**config.mk**
```make
export PLATFORM = sky130hd
export DESIGN_NAME = acc_control_unit
export DESIGN_NICKNAME = d
export VERILOG_FILES = /design/src/rtl/acc_ctrl_pkg.sv /design/src/rtl/acc_control_unit_flag_reg.sv /design/src/rtl/acc_control_unit.sv
export SDC_FILE = /design/constraint.sdc
export NUM_CORES = 1
export LEC_CHECK = 0
export ABC_AREA = 0
export BUFFER_PORTS_ARGS = -buffer_cell sky130_fd_sc_hd__buf_4
export CORE_MARGIN = 2
export CORE_UTILIZATION = 33
export CTS_CLUSTER_DIAMETER = 60
export DETAILED_ROUTE_END_ITERATION = 7
export GPL_TIMING_DRIVEN = 0
export HOLD_SLACK_MARGIN = 0.15
export PLACE_DENSITY_LB_ADDON = 0.05
export RECOVER_POWER = 50
export SLEW_MARGIN = 10
export SYNTH_ARGS = -nofsm -noshare
export SYNTH_HDL_FRONTEND = slang
export SYNTH_SLANG_ARGS = --single-unit
```
**constraint.sdc**
```tcl
create_clock -name clock -period 3.5 [get_ports clock]
set_clock_uncertainty 0.1 [all_clocks]
set_input_delay 0.35 -clock clock [delete_from_list [all_inputs] [get_ports clock]]
set_output_delay 0.35 -clock clock [all_outputs]
set_load 0.01 [all_outputs]
```
**src/rtl/acc_ctrl_pkg.sv**
```systemverilog
// Shared encodings for the accumulator processor control unit.
// Covers opcodes, FSM states, ALU/PC control codes and branch_ctrl bit positions.
package acc_ctrl_pkg;

  localparam int unsigned DATA_W    = 32;
  localparam int unsigned OPC_W     = 4;
  localparam int unsigned ALU_OP_W  = 3;
  localparam int unsigned PC_SEL_W  = 2;
  localparam int unsigned BR_CTRL_W = 7;
  localparam int unsigned PC_WS_W   = 4;

  localparam logic [OPC_W-1:0] OP_NOP = 4'h0;
  localparam logic [OPC_W-1:0] OP_LDI = 4'h1;
  localparam logic [OPC_W-1:0] OP_LDA = 4'h2;
  localparam logic [OPC_W-1:0] OP_STA = 4'h3;
  localparam logic [OPC_W-1:0] OP_ADD = 4'h4;
  localparam logic [OPC_W-1:0] OP_SUB = 4'h5;
  localparam logic [OPC_W-1:0] OP_AND = 4'h6;
  localparam logic [OPC_W-1:0] OP_NOT = 4'h7;
  localparam logic [OPC_W-1:0] OP_BEQ = 4'h8;
  localparam logic [OPC_W-1:0] OP_BNE = 4'h9;
  localparam logic [OPC_W-1:0] OP_BMI = 4'hA;
  localparam logic [OPC_W-1:0] OP_BPL = 4'hB;
  localparam logic [OPC_W-1:0] OP_JMP = 4'hC;
  localparam logic [OPC_W-1:0] OP_JSR = 4'hD;
  localparam logic [OPC_W-1:0] OP_RTS = 4'hE;
  localparam logic [OPC_W-1:0] OP_HLT = 4'hF;

  typedef enum logic [3:0] {
    ST_FETCH  = 4'd0,
    ST_DECODE = 4'd1,
    ST_MEM_RD = 4'd2,
    ST_ALU_WB = 4'd3,
    ST_MEM_WR = 4'd4,
    ST_BRANCH = 4'd5,
    ST_JUMP   = 4'd6,
    ST_RETURN = 4'd7,
    ST_HALT   = 4'd8
  } state_t;

  localparam logic [ALU_OP_W-1:0] ALU_PASS_B = 3'b000;
  localparam logic [ALU_OP_W-1:0] ALU_ADD    = 3'b001;
  localparam logic [ALU_OP_W-1:0] ALU_SUB    = 3'b010;
  localparam logic [ALU_OP_W-1:0] ALU_AND    = 3'b011;
  localparam logic [ALU_OP_W-1:0] ALU_NOT_A  = 3'b100;

  localparam logic [PC_SEL_W-1:0] PC_SEL_INC    = 2'b00;
  localparam logic [PC_SEL_W-1:0] PC_SEL_TARGET = 2'b01;
  localparam logic [PC_SEL_W-1:0] PC_SEL_SAVED  = 2'b10;

  // {restore, jump, inc, PCWrite}
  localparam logic [PC_WS_W-1:0] PCW_INC     = 4'b0011;
  localparam logic [PC_WS_W-1:0] PCW_JUMP    = 4'b0101;
  localparam logic [PC_WS_W-1:0] PCW_RESTORE = 4'b1001;

  localparam int unsigned BR_BEQ  = 6;
  localparam int unsigned BR_BMI  = 5;
  localparam int unsigned BR_BNE  = 4;
  localparam int unsigned BR_BPL  = 3;
  localparam int unsigned BR_Z    = 2;
  localparam int unsigned BR_N    = 1;
  localparam int unsigned BR_COND = 0;

endpackage

```
**src/rtl/acc_control_unit_flag_reg.sv**
```systemverilog
// Z/N flag register; captures the accumulator write-back value's zero/sign status.
module acc_flag_reg
  import acc_ctrl_pkg::*;
(
  input  logic              clock,
  input  logic              reset,
  input  logic              load,
  input  logic [DATA_W-1:0] result,
  output logic              flag_z,
  output logic              flag_n
);

  logic z_q, z_d;
  logic n_q, n_d;

  always_comb begin
    z_d = z_q;
    n_d = n_q;
    if (load) begin
      z_d = (result == DATA_W'(0));
      n_d = result[DATA_W-1];
    end
  end

  always_ff @(posedge clock) begin
    if (reset) begin
      z_q <= 1'b0;
      n_q <= 1'b0;
    end else begin
      z_q <= z_d;
      n_q <= n_d;
    end
  end

  assign flag_z = z_q;
  assign flag_n = n_q;

endmodule

```
**src/rtl/acc_control_unit.sv**
```systemverilog
// Multicycle control FSM for the accumulator processor.
// Outputs decode from state, IR opcode and flags; reset forces every output low.
module acc_control_unit
  import acc_ctrl_pkg::*;
(
  input  logic                 clock,
  input  logic                 reset,
  input  logic [DATA_W-1:0]    instr_in,
  input  logic                 mem_ready,
  input  logic [DATA_W-1:0]    acc_result_in,
  output logic                 ir_write,
  output logic                 mem_read,
  output logic                 mem_write,
  output logic                 mem_addr_sel,
  output logic                 acc_write,
  output logic [ALU_OP_W-1:0]  alu_op,
  output logic                 alu_src_b,
  output logic [PC_SEL_W-1:0]  pc_mux_sel,
  output logic [BR_CTRL_W-1:0] branch_ctrl,
  output logic [PC_WS_W-1:0]   pc_write_signals,
  output logic                 saved_pc_write,
  output logic                 halted
);

  state_t           state_q, state_d;
  logic [OPC_W-1:0] opcode;
  logic             flag_z, flag_n;
  logic             unused_operand_bits;

  assign opcode = instr_in[DATA_W-1 -: OPC_W];
  // Operand field is consumed by the datapath, not by control.
  assign unused_operand_bits = ^instr_in[DATA_W-OPC_W-1:0];

  always_ff @(posedge clock) begin
    if (reset) state_q <= ST_FETCH;
    else       state_q <= state_d;
  end

  always_comb begin
    state_d          = state_q;
    ir_write         = 1'b0;
    mem_read         = 1'b0;
    mem_write        = 1'b0;
    mem_addr_sel     = 1'b0;
    acc_write        = 1'b0;
    alu_op           = ALU_PASS_B;
    alu_src_b        = 1'b0;
    pc_mux_sel       = PC_SEL_INC;
    branch_ctrl      = '0;
    pc_write_signals = '0;
    saved_pc_write   = 1'b0;
    halted           = 1'b0;

    case (state_q)
      ST_FETCH: begin
        mem_read = 1'b1;
        ir_write = mem_ready;
        if (mem_ready) state_d = ST_DECODE;
      end
      ST_DECODE: begin
        pc_mux_sel       = PC_SEL_INC;
        pc_write_signals = PCW_INC;
        case (opcode)
          OP_NOP:                         state_d = ST_FETCH;
          OP_HLT:                         state_d = ST_HALT;
          OP_LDI, OP_NOT:                 state_d = ST_ALU_WB;
          OP_LDA, OP_ADD, OP_SUB, OP_AND: state_d = ST_MEM_RD;
          OP_STA:                         state_d = ST_MEM_WR;
          OP_BEQ, OP_BNE, OP_BMI, OP_BPL: state_d = ST_BRANCH;
          OP_JMP, OP_JSR:                 state_d = ST_JUMP;
          OP_RTS:                         state_d = ST_RETURN;
          default:                        state_d = ST_FETCH;
        endcase
      end
      ST_MEM_RD: begin
        mem_read     = 1'b1;
        mem_addr_sel = 1'b1;
        if (mem_ready) state_d = ST_ALU_WB;
      end
      ST_ALU_WB: begin
        acc_write = 1'b1;
        case (opcode)
          OP_LDI: begin alu_op = ALU_PASS_B; alu_src_b = 1'b1; end
          OP_ADD:       alu_op = ALU_ADD;
          OP_SUB:       alu_op = ALU_SUB;
          OP_AND:       alu_op = ALU_AND;
          OP_NOT:       alu_op = ALU_NOT_A;
          default:      alu_op = ALU_PASS_B;
        endcase
        state_d = ST_FETCH;
      end
      ST_MEM_WR: begin
        mem_write    = 1'b1;
        mem_addr_sel = 1'b1;
        if (mem_ready) state_d = ST_FETCH;
      end
      // PC stage resolves the branch from the type bit and the flag snapshot.
      ST_BRANCH: begin
        pc_mux_sel           = PC_SEL_TARGET;
        branch_ctrl[BR_BEQ]  = (opcode == OP_BEQ);
        branch_ctrl[BR_BMI]  = (opcode == OP_BMI);
        branch_ctrl[BR_BNE]  = (opcode == OP_BNE);
        branch_ctrl[BR_BPL]  = (opcode == OP_BPL);
        branch_ctrl[BR_Z]    = flag_z;
        branch_ctrl[BR_N]    = flag_n;
        branch_ctrl[BR_COND] = 1'b1;
        state_d              = ST_FETCH;
      end
      ST_JUMP: begin
        pc_mux_sel       = PC_SEL_TARGET;
        pc_write_signals = PCW_JUMP;
        saved_pc_write   = (opcode == OP_JSR);
        state_d          = ST_FETCH;
      end
      ST_RETURN: begin
        pc_mux_sel       = PC_SEL_SAVED;
        pc_write_signals = PCW_RESTORE;
        state_d          = ST_FETCH;
      end
      ST_HALT: begin
        halted = 1'b1;
      end
      default: state_d = ST_FETCH;
    endcase

    // Strobes drop in the very cycle reset rises, abandoning any instruction.
    if (reset) begin
      ir_write         = 1'b0;
      mem_read         = 1'b0;
      mem_write        = 1'b0;
      mem_addr_sel     = 1'b0;
      acc_write        = 1'b0;
      alu_op           = ALU_PASS_B;
      alu_src_b        = 1'b0;
      pc_mux_sel       = PC_SEL_INC;
      branch_ctrl      = '0;
      pc_write_signals = '0;
      saved_pc_write   = 1'b0;
      halted           = 1'b0;
    end
  end

  acc_flag_reg u_flag_reg (
    .clock  (clock),
    .reset  (reset),
    .load   (acc_write),
    .result (acc_result_in),
    .flag_z (flag_z),
    .flag_n (flag_n)
  );

endmodule

```
==> qor.tcl, run 1 <==
set qor(worst_min_path_class) {input port to flop}
set qor(power_frac_comb_pct) 36.6
set qor(cts_htree_levels) 1
set qor(holdBufCountCts) 0
set qor(multi_input_area_um2) 497
set qor(clock_sink_count) 6
set qor(critical_path_arrival_ps) 1850
set qor(detailed_place_hpwl_um) 1840
set qor(area_of_the_mapped_netlist_um2) 678
set qor(worst_setup_path_end_kind) {output port}
set qor(post_synth_main_area_contributors) {sky130_fd_sc_hd__dfxtp_1 (18%), sky130_fd_sc_hd__nor4_1 (9.2%), sky130_fd_sc_hd__ha_1 (7.4%)}
set qor(area_growth_pct) 67.5
set qor(stdcell_area_um2) 1140
set qor(finalHoldViolCount) 0
set qor(totalWireLength_um) 2170
set qor(yosysWarningCount) 0
set qor(tritoncts) {yes}
set qor(number_of_library_cell_types_mapped_by_synthesis) 32
set qor(synth_seq_area_share_pct) 17.7
set qor(power.ir.vdd_worst_mv) 0.139
set qor(fillCellCount) 206
set qor(async_reset_ff_share_pct) 0
set qor(crit_fanout) 8
set qor(clkPwrFrac_pct) 28.7
set qor(sequential_cell_area_um2) 120
set qor(clk_pin_slew_worst_paths_ps) 40
set qor(req_time_crit_path_ps) 3050
set qor(count_of_cells_resized_by_post_cts_repair) 0
set qor(grt_overflow_total) 0
set qor(dominantRegCellSynth) {sky130_fd_sc_hd__dfxtp_1}
set qor(grt_pass1_vias) 898
set qor(cellInternalPower_w) 0.000155
set qor(cts-buffers-inserted) 3
set qor(dieHeight_um) 49.3
set qor(global_route_wire_length_before_repair_um) 3530
set qor(netlist_instances) 94
set qor(worst_hold_slack_ps) 231
set qor(ioPinCount) 91
set qor(core_um2) 1940
set qor(setup_repair_after_global_routing_missed_its_margin) {false}
set qor(maxSlewViolCount) 0
set qor(fin_setup_tns_ps) 0
set qor(postCtsSetupBuffers) 0
set qor(dr_wl_met2_um) 1110
set qor(clk_latency_ps) 240
set qor(gp_congestion) 0.869
set qor(final.min_clock_period_ps) 2300
set qor(antenna_violations_before_repair) 0
set qor(worst-slew-pin-transition_ps) 451
set qor(groute.usage.overall_pct) 18.3
set qor(detail_route.iter0.violations) 10
set qor(relSlewSlack_pct) 69.7
set qor(leakagePower_nw) 0.517
set qor(met3_wire_length_um) 162
set qor(dieWidth_um) 49.3
set qor(clock-root-buffer) {sky130_fd_sc_hd__clkbuf_4}
set qor(route.layer.met1.wl_um) 868
set qor(num_vias) 922
set qor(start_util_pct) 34.9
set qor(vias_per_cell) 5.04
set qor(postSynthAreaPerCell_um2) 7.21
set qor(postSynthNetCount) 165
set qor(routed.top_layer) {met4}
set qor(yosysTopAreaCell) {sky130_fd_sc_hd__dfxtp_1}
set qor(final-setup-viol-count) 0
set qor(dr.pass1.iters) 4
set qor(upper_clock_frequency_limit_ghz) 0.435
set qor(final_layout_net_count) 229
set qor(switching_share_pct) 29.4
set qor(seq_power_share_pct) 34.7
set qor(clock_path_buffers) 2
set qor(power.switching_w) 0.0000644
set qor(timing_worst_setup_path_type) {flop to output port}
set qor(floorplan.rows) 16
set qor(ys_ff_latch) 6
set qor(status) {finished, final reports clean}
set qor(design.die.area_um2) 2430
set qor(postRouteAntennaNets) 0
set qor(dpl_cell_area_um2) 1150
set qor(fin_crit_sh_pct) 65.7
set qor(drive_gt1_share_pct) 37.8
set qor(synth_enable_flop_cells) 0
set qor(drc_errors) 0
set qor(grt_start_max_net_pins) 11
set qor(number_of_max_cap_violations) 0
set qor(synth_largest_type_area_fraction_pct) 17.7
set qor(routed_length_per_instance_um) 11.8
set qor(buffer_ports.inserted) 59
set qor(timing.critical_path.from_type) {flop}
set qor(antenna-diode-count) 0
set qor(power.density_nw_per_um2) 193
cell usage in the layout (no fill, tap or decap), types with 2 or more instances in the layout:
| cell | Yosys | layout |
|---|---|---|
| sky130_fd_sc_hd__a211oi_1 | 2 | 2 |
| sky130_fd_sc_hd__a21oi_1 | 4 | 5 |
| sky130_fd_sc_hd__and2_1 | 7 | 7 |
| sky130_fd_sc_hd__buf_4 | 0 | 49 |
| sky130_fd_sc_hd__buf_6 | 2 | 2 |
| sky130_fd_sc_hd__clkbuf_1 | 3 | 13 |
| sky130_fd_sc_hd__clkbuf_4 | 0 | 3 |
| sky130_fd_sc_hd__dfxtp_1 | 6 | 6 |
| sky130_fd_sc_hd__ha_1 | 4 | 4 |
| sky130_fd_sc_hd__inv_1 | 5 | 5 |
| sky130_fd_sc_hd__mux2i_1 | 2 | 2 |
| sky130_fd_sc_hd__nand2_1 | 8 | 8 |
| sky130_fd_sc_hd__nand2b_1 | 5 | 5 |
| sky130_fd_sc_hd__nand4_1 | 3 | 3 |
| sky130_fd_sc_hd__nor2_1 | 12 | 12 |
| sky130_fd_sc_hd__nor2b_1 | 2 | 2 |
| sky130_fd_sc_hd__nor4_1 | 10 | 10 |
| sky130_fd_sc_hd__o21a_1 | 2 | 2 |
| sky130_fd_sc_hd__or3_1 | 2 | 2 |
sequential cells by signal, summed over array words and instances (netlist names):
register / cells
u_flag_reg.flag_n: 1
u_flag_reg.flag_z: 1
state_q: 4
kinds of logic after synthesis:
family                     Yosys count  share of synthesized area (%)
AOI/OAI and AO/OA                   15                           15.5
DFF                                  6                           17.7
adders and majority gates            4                           7.38
and+or+nand+nor                     56                           48.0
buffers and inverters               11                           8.49
muxes                                2                           2.95
cell usage after synthesis (2+ instances only):
master and count:
sky130_fd_sc_hd__nor2_1 12, sky130_fd_sc_hd__nand2_1 8, sky130_fd_sc_hd__nor2b_1 2, sky130_fd_sc_hd__ha_1 4, sky130_fd_sc_hd__and2_1 7, sky130_fd_sc_hd__a211oi_1 2, sky130_fd_sc_hd__o21a_1 2, sky130_fd_sc_hd__inv_1 5
sky130_fd_sc_hd__mux2i_1 2, sky130_fd_sc_hd__a21oi_1 4, sky130_fd_sc_hd__or3_1 2, sky130_fd_sc_hd__buf_6 2, sky130_fd_sc_hd__clkbuf_1 3, sky130_fd_sc_hd__nand2b_1 5, sky130_fd_sc_hd__nor4_1 10, sky130_fd_sc_hd__nand4_1 3
sky130_fd_sc_hd__dfxtp_1 6
critical path, cell delays in order, from the launching register on:
cell and delay [ps]:
sky130_fd_sc_hd__dfxtp_1 440, sky130_fd_sc_hd__nor2b_1 250, sky130_fd_sc_hd__nand2b_1 160, sky130_fd_sc_hd__nor4_1 430, sky130_fd_sc_hd__and2_1 200, sky130_fd_sc_hd__buf_4 120
final timing paths:
kind	end	slack [ps]	start	depth (start not counted)
max	branch_ctrl[5]	1200	state_q[0]	5
min	state_q[2]	230	mem_ready	2
max reg2reg	u_flag_reg.flag_z	1900	state_q[2]	6
min reg2reg	u_flag_reg.flag_z	350	u_flag_reg.flag_z	2
power by group through the flow:
stage           clock, W  combinational, W  sequential (W)
2_1_floorplan          0         0.0000382       0.0000758
3_3_place_gp           0         0.0000827       0.0000770
3_5_place_dp           0         0.0000840       0.0000771
4_1_cts        0.0000659         0.0000844       0.0000760
5_1_grt        0.0000745         0.0000882       0.0000765
6_report       0.0000628         0.0000801       0.0000760
cell type report:
type | count | area share (%)
clock buffers | 3 | 1.98
inverters | 5 | 1.65
plain buffers | 6 | 3.41
multi-input cells | 77 | 43.7
flip-flops and latches | 6 | 10.6
repair buffers | 59 | 35.7
well taps | 27 | 2.97
stage by stage:
| stage | total power [W] | cells | worst slack, ps | utilization, % |
|---|---|---|---|---|
| global placement | 0.000160 | 180 | 1530 | 59.5 |
| global route | 0.000239 | 183 | 973 | 58.5 |
| detailed placement | 0.000161 | 180 | 1490 | 59.5 |
| finish | 0.000219 | 183 | 1200 | 58.5 |
| CTS | 0.000226 | 183 | 1210 | 60.6 |
| floorplan | 0.000114 | 94 | 1600 | - |
layer usage:
metal | vias to the layer above | GRT usage, %
li1 | 460 | -
met1 | 411 | 20.1
met2 | 47 | 33.8
met3 | 4 | 4.29
met4 | 0 | 6.67
met5 | - | 0
Power figures use the tool's default switching activity.
==> run 2, diff against run 1 <==
--- a/config.mk
+++ b/config.mk
@@ -8,7 +8,7 @@
 export ABC_AREA = 0
 export BUFFER_PORTS_ARGS = -buffer_cell sky130_fd_sc_hd__buf_4
 export CORE_MARGIN = 2
-export CORE_UTILIZATION = 33
+export CORE_UTILIZATION = 28
 export CTS_CLUSTER_DIAMETER = 60
 export DETAILED_ROUTE_END_ITERATION = 7
 export GPL_TIMING_DRIVEN = 0
==> constraint.sdc (replaced) <==
create_clock -name clock -period 2.1 [get_ports clock]
set_clock_uncertainty 0.1 [all_clocks]
set_input_delay 0.21 -clock clock [delete_from_list [all_inputs] [get_ports clock]]
set_output_delay 0.21 -clock clock [all_outputs]
set_load 0.01 [all_outputs]
==> run 2 against run 1 <==
Sequential share of layout area shrank 0.61 points; clock power grew 66%; flip-flop and latch count is the same; register-to-register slack lost 1500 ps; combinational power grew 81%; worst hold slack lost 69 ps; critical path depth grew 1; core utilization shrank 4.5 points; via count shrank 0.22%; design area grew 7.3%.
==> qor.tcl, run 2 (same netlist as run 1, synthesis figures left out) <==
set qor(vias_per_cell) 4.89 ;# -2.9%
set qor(fin_crit_sh_pct) 95.3
set qor(critical_path_arrival_ps) 1690 ;# -160 ps
set qor(antenna_violations_before_repair) 0 ;# unchanged
set qor(drive_gt1_share_pct) 43.1 ;# +5.3 points
set qor(leakagePower_nw) 0.563 ;# +8.8%
set qor(power.ir.vdd_worst_mv) 0.326 ;# +130%
set qor(cpLargestDelayFamily) {simple AND/OR/NAND/NOR gates}
set qor(cts_htree_levels) 1 ;# unchanged
set qor(worst-slew-pin-transition_ps) 417 ;# -33.4 ps
set qor(area_growth_pct) 79.7
set qor(sequential_cell_area_um2) 121 ;# +1.0%
set qor(buffer_ports.inserted) 59 ;# unchanged
set qor(status) {finished, final reports clean}
set qor(clock-root-buffer) {sky130_fd_sc_hd__clkbuf_4}
set qor(num_vias) 920 ;# -0.22%
set qor(worst_hold_slack_ps) 162 ;# -69.2 ps
set qor(largest_reg_flops) 4 ;# unchanged
set qor(tritoncts) {yes}
set qor(worstPathBufferInverterCount) 2 ;# +1
set qor(crit_path_max_incr_delay_ps) 370 ;# -70 ps
set qor(groute.usage.overall_pct) 16.1 ;# -2.2 points
set qor(antenna-diode-count) 0 ;# unchanged
set qor(routed_length_per_instance_um) 11.6 ;# -1.6%
set qor(hold_path_depth) 2 ;# unchanged
set qor(global_route_wire_length_before_repair_um) 3380 ;# -4.3%
set qor(clk_latency_ps) 240 ;# about the same
set qor(postRouteAntennaNets) 0 ;# unchanged
set qor(drc_errors) 0 ;# unchanged
set qor(clk_pin_slew_worst_paths_ps) 40 ;# about the same
set qor(worst_setup_path_end_kind) {output port}
set qor(grt_pass1_vias) 829 ;# -7.7%
set qor(start_util_pct) 30.1 ;# -4.8 points
set qor(upper_clock_frequency_limit_ghz) 0.499
set qor(grt_overflow_total) 0 ;# unchanged
set qor(critical_path_depth_in_cells) 6 ;# +1
set qor(dr.pass1.iters) 4 ;# unchanged
set qor(grt_start_max_net_pins) 11 ;# unchanged
set qor(dieWidth_um) 53.2 ;# +7.9%
set qor(maxSlewViolCount) 0 ;# unchanged
set qor(crit_fanout) 7 ;# -1
set qor(detailed_place_hpwl_um) 1830 ;# -0.50%
set qor(fillCellCount) 243 ;# +18%
set qor(multi_input_area_um2) 527 ;# +6.0%
set qor(req_time_crit_path_ps) 1790 ;# -1260 ps
set qor(final.min_clock_period_ps) 2000
set qor(cts-buffers-inserted) 3 ;# unchanged
set qor(dieHeight_um) 53.2 ;# +7.9%
set qor(floorplan.rows) 17 ;# +1
set qor(worst_min_path_class) {input port to flop}
set qor(core_um2) 2250 ;# +16%
set qor(final_cell_mix) {sky130_fd_sc_hd__buf_4 (55), sky130_fd_sc_hd__nor2_1 (12), sky130_fd_sc_hd__clkbuf_1 (9), sky130_fd_sc_hd__nor4_1 (9), sky130_fd_sc_hd__nand2_1 (8)}
set qor(critical-path-slowest-cell) {sky130_fd_sc_hd__dfxtp_1}
set qor(critical_path.cell_chain) {nand2b_1, or2_1, buf_6, nor4b_4, and2_1, buf_4}
set qor(timing_worst_setup_path_type) {flop to output port}
set qor(worst-r2r-cell-count) 6 ;# unchanged
set qor(ioPinCount) 91 ;# unchanged
set qor(gp_congestion) 0.819 ;# -5.9%
set qor(finalHoldViolCount) 0 ;# unchanged
set qor(finalCoreUtilization_pct) 54.1 ;# -4.5 points
set qor(detail_route.iter0.violations) 10 ;# unchanged
set qor(clock_path_buffers) 2 ;# unchanged
set qor(totalWireLength_um) 2190 ;# +1.1%
set qor(final-setup-viol-count) 0 ;# unchanged
set qor(clock_sink_count) 6 ;# unchanged
set qor(final_layout_net_count) 233 ;# +1.7%
set qor(setup_repair_after_global_routing_missed_its_margin) {false}
set qor(most_common_library_cell_in_the_layout_ignoring_fill_and_taps) {sky130_fd_sc_hd__buf_4}
set qor(power.density_nw_per_um2) 309 ;# +60%
set qor(design.die.area_um2) 2830 ;# +16%
set qor(largest-register) {state_q}
set qor(timing.critical_path.from_type) {flop}
set qor(number_of_max_cap_violations) 0 ;# unchanged
set qor(relSlewSlack_pct) 72.2 ;# +2.5 points
set qor(fin_setup_tns_ps) 0 ;# unchanged
[run 2: worst register-to-register path: stages (launching register included)]
cell	delay, ps
sky130_fd_sc_hd__dfxtp_1	370
sky130_fd_sc_hd__nand2b_1	180
sky130_fd_sc_hd__or2_1	240
sky130_fd_sc_hd__buf_6	130
sky130_fd_sc_hd__buf_4	130
sky130_fd_sc_hd__or3_4	370
sky130_fd_sc_hd__a21oi_2	120
[run 2: report_power, final]
group          leakage [nW]  internal, W  switching (W)
registers            0.0491     0.000120     0.00000753
logic                 0.500    0.0000806      0.0000643
clock network        0.0138    0.0000645      0.0000398
total                 0.563     0.000265       0.000112
[run 2: path summary, 6_finish.rpt]
check | from | end | slack (ps)
max | state_q[3] | alu_op[2] | 100
min | reset | u_flag_reg.flag_z | 160
max reg2reg | state_q[3] | u_flag_reg.flag_z | 400
min reg2reg | u_flag_reg.flag_z | u_flag_reg.flag_z | 360
[run 2: area by class of cell]
| class | instances | area share, % |
|---|---|---|
| tap | 28 | 2.87 |
| sequential | 6 | 9.96 |
| clock buffer | 3 | 1.85 |
| timing repair buffer | 63 | 37.4 |
| multi-input combinational | 77 | 43.2 |
| buffer | 6 | 3.18 |
| inverter | 5 | 1.54 |
[run 2: per-stage QoR]
stage / setup slack, ps / std cells / total power (W) / area (um2)
after floorplan: 448 / 94 / 0.000190 / 678
after global placement: 238 / 181 / 0.000268 / 1160
after detailed placement: 202 / 181 / 0.000270 / 1160
after CTS: 28.7 / 186 / 0.000381 / 1210
after global routing: 6.44 / 188 / 0.000404 / 1220
final: 97.8 / 188 / 0.000376 / 1220
[run 2: what timing repair did]
item	in CTS	in global routing
gates cloned	0	0
pin swaps	0	0
endpoints found under the setup margin	7	10
setup buffers	0	2
endpoints found under the hold margin	2	0
hold buffers	2	0
resized for setup	2	3
[run 2: metal layers]
layer / routed length (um) / vias to the layer above / GRT usage (%)
met2: 1100 / 43 / 26.7
met4: 9 / 0 / 2.56
met3: 175 / 2 / 5.08
li1: - / 465 / -
met5: 0 / - / 0
met1: 907 / 410 / 20.5
==> run 3, diff against run 2 <==
--- a/config.mk
+++ b/config.mk
@@ -7,7 +7,7 @@
 export LEC_CHECK = 0
 export ABC_AREA = 0
 export BUFFER_PORTS_ARGS = -buffer_cell sky130_fd_sc_hd__buf_4
-export CORE_MARGIN = 2
+export CORE_MARGIN = 5
 export CORE_UTILIZATION = 28
 export CTS_CLUSTER_DIAMETER = 60
 export DETAILED_ROUTE_END_ITERATION = 7
==> run 3 against run 2 <==
Count of clock-buffer cells in the layout stayed put; flip-flop and latch count unchanged; fmax fell by 1.7%; sequential share of layout area fell by 0.15 points; die area grew 24%; design area is 4.7% higher; clock power is essentially flat.
==> qor.tcl, run 3 (same netlist as run 1, synthesis figures left out) <==
set qor(detailed_place_hpwl_um) 2130 ;# +16%
set qor(rr_endpoint) {u_flag_reg.flag_z}
set qor(timing.critical_path.from_type) {flop}
set qor(buffer_ports.inserted) 59 ;# unchanged
set qor(antenna-diode-count) 0 ;# unchanged
set qor(worst_min_path_class) {input port to flop}
set qor(critical_path_arrival_ps) 1730 ;# +40 ps
set qor(postRouteAntennaNets) 0 ;# unchanged
set qor(setup_repair_after_global_routing_missed_its_margin) {true}
set qor(design.die.area_um2) 3510 ;# +24%
set qor(grt_pass1_vias) 924 ;# +11%
set qor(worst_hold_slack_ps) 176 ;# +14.3 ps
set qor(hold_path_startpoint) {reset}
set qor(global_route_wire_length_before_repair_um) 3940 ;# +17%
set qor(maxSlewViolCount) 0 ;# unchanged
set qor(most_common_library_cell_in_the_layout_ignoring_fill_and_taps) {sky130_fd_sc_hd__buf_4}
set qor(clk_latency_ps) 240 ;# about the same
set qor(power.density_nw_per_um2) 305 ;# -1.3%
set qor(final-setup-viol-count) 0 ;# unchanged
set qor(regToRegStartpoint) {state_q[2]}
set qor(clock-root-buffer) {sky130_fd_sc_hd__clkbuf_4}
set qor(hold_path_depth) 2 ;# unchanged
set qor(worst-slew-pin-transition_ps) 416 ;# -1.21 ps
set qor(setup.reg_to_reg.worst_slack_ps) 280 ;# -120 ps
set qor(totalWireLength_um) 2540 ;# +16%
set qor(cts_htree_levels) 1 ;# unchanged
set qor(tritoncts) {yes}
set qor(dieWidth_um) 59.2 ;# +11%
set qor(largest-register) {state_q}
set qor(grt_start_max_net_pins) 11 ;# unchanged
set qor(finalCoreUtilization_pct) 56.6 ;# +2.6 points
set qor(ioPinCount) 91 ;# unchanged
set qor(multi_input_area_um2) 524 ;# -0.47%
set qor(largest_reg_flops) 4 ;# unchanged
set qor(drive_gt1_share_pct) 49.4 ;# +6.3 points
set qor(area_growth_pct) 88.2
set qor(worst_setup_path_end_kind) {output port}
set qor(req_time_crit_path_ps) 1790 ;# about the same
set qor(routed_length_per_instance_um) 13.2 ;# +14%
set qor(cts-buffers-inserted) 3 ;# unchanged
set qor(groute.usage.overall_pct) 14.4 ;# -1.7 points
set qor(cpLargestDelayFamily) {simple AND/OR/NAND/NOR gates}
set qor(drc_errors) 0 ;# unchanged
set qor(relSlewSlack_pct) 71.6 ;# -0.64 points
set qor(clock_path_buffers) 2 ;# unchanged
set qor(cellInternalPower_w) 0.000274 ;# +3.4%
set qor(final_layout_net_count) 237 ;# +1.7%
set qor(grt_overflow_total) 0 ;# unchanged
set qor(final_cell_mix) {sky130_fd_sc_hd__buf_4 (64), sky130_fd_sc_hd__nor2_1 (12), sky130_fd_sc_hd__nor4_1 (9), sky130_fd_sc_hd__nand2_1 (8), sky130_fd_sc_hd__and2_1 (7)}
set qor(power.ir.vdd_worst_mv) 0.205 ;# -37%
set qor(crit_path_max_incr_delay_ps) 310 ;# -60 ps
set qor(power.switching_w) 0.000115 ;# +3.4%
set qor(final.min_clock_period_ps) 2040 ;# +35.5 ps
set qor(sequential_cell_area_um2) 125 ;# +3.1%
set qor(crit_fanout) 4 ;# -3
set qor(leakagePower_nw) 0.606 ;# +7.6%
set qor(critical-path-slowest-cell) {sky130_fd_sc_hd__dfxtp_2}
set qor(status) {finished, final reports clean}
set qor(antenna_violations_before_repair) 0 ;# unchanged
set qor(start_util_pct) 30.1 ;# unchanged
set qor(critical_path.cell_chain) {buf_6, nand2b_4, or2_1, buf_6, nor4b_4, o21a_1, buf_6}
set qor(switching_share_pct) 29.6 ;# about the same
set qor(fillCellCount) 229 ;# -5.8%
set qor(upper_clock_frequency_limit_ghz) 0.491 ;# -1.7%
set qor(vias_per_cell) 4.84 ;# -1.1%
set qor(num_vias) 929 ;# +0.98%
set qor(clk_pin_slew_worst_paths_ps) 40 ;# about the same
set qor(min_to) {u_flag_reg.flag_z}
set qor(worstPathBufferInverterCount) 3 ;# +1
set qor(seq_power_share_pct) 32.8 ;# -1.0 points
set qor(dr.pass1.iters) 4 ;# unchanged
set qor(power_frac_comb_pct) 40.1 ;# +1.6 points
set qor(floorplan.rows) 17 ;# unchanged
set qor(clkPwrFrac_pct) 27.0 ;# -0.7 points
set qor(timing_worst_setup_path_type) {flop to output port}
set qor(fin_crit_sh_pct) 97.0 ;# +1.7 points
set qor(number_of_max_cap_violations) 0 ;# unchanged
set qor(worst-r2r-cell-count) 8 ;# +2
set qor(finalHoldViolCount) 0 ;# unchanged
set qor(dieHeight_um) 59.2 ;# +11%
set qor(core_um2) 2250 ;# unchanged
set qor(clock_sink_count) 6 ;# unchanged
set qor(gp_congestion) 0.800 ;# -2.3%
set qor(critical_path.most_common_cell) {sky130_fd_sc_hd__buf_6}
set qor(detail_route.iter0.violations) 26 ;# +16
## run 3: final cells by class
type	instances	share of cell area, %
Tap cell	28	2.75
Inverter	5	1.47
Multi-Input combinational cell	77	41.1
Buffer	6	3.04
Sequential cell	6	9.80
Timing Repair Buffer	67	40.1
Clock buffer	3	1.76
## run 3: metrics by stage
stage               power, W  setup TNS (ps)  cells  worst slack (ps)  instance area [um2]
floorplan           0.000190               0     94               448                  678
global placement    0.000267               0    181               235                 1160
detailed placement  0.000271               0    181               153                 1160
CTS                 0.000383               0    186              9.29                 1210
global route        0.000416           -2.35    192             -2.35                 1280
finish              0.000389               0    192              62.3                 1280
## run 3: power by group through the flow
stage                     Combinational [W]  Sequential [W]  Clock [W]
after floorplan                   0.0000637        0.000126          0
after global placement             0.000139        0.000128          0
after detailed placement           0.000143        0.000128          0
after CTS                          0.000149        0.000126   0.000108
after global routing               0.000172        0.000128   0.000116
final                              0.000156        0.000128   0.000105
## run 3: repair_timing
| action | in CTS | in global routing |
|---|---|---|
| pin swaps | 0 | 2 |
| hold buffers | 2 | 0 |
| setup buffers | 0 | 6 |
| endpoints found under the hold margin | 2 | 0 |
| setup endpoints to repair | 7 | 9 |
| gates resized for setup | 2 | 6 |
## run 3: worst register-to-register path: stages (launching register included)
cell	delay [ps]
sky130_fd_sc_hd__dfxtp_2	310
sky130_fd_sc_hd__buf_6	110
sky130_fd_sc_hd__nand2b_4	130
sky130_fd_sc_hd__or2_1	230
sky130_fd_sc_hd__buf_6	120
sky130_fd_sc_hd__buf_4	120
sky130_fd_sc_hd__buf_4	130
sky130_fd_sc_hd__or3_4	380
sky130_fd_sc_hd__a21oi_2	130
## run 3: how the worst max path moves through the flow
stage / startpoint / to / depth (start not counted)
finish: state_q[2] / alu_op[1] / 7
global route: state_q[2] / alu_op[1] / 7
CTS: state_q[0] / branch_ctrl[5] / 5
detailed placement: state_q[0] / branch_ctrl[5] / 5
global placement: state_q[0] / branch_ctrl[6] / 5
floorplan: state_q[0] / saved_pc_write / 4
## run 3: metal layers
layer / GRT usage [%] / share of wire (%)
met5: 0 / 0
met2: 24.2 / 50
met3: 3.49 / 8.2
met4: 4.85 / 0.55
met1: 17.6 / 41
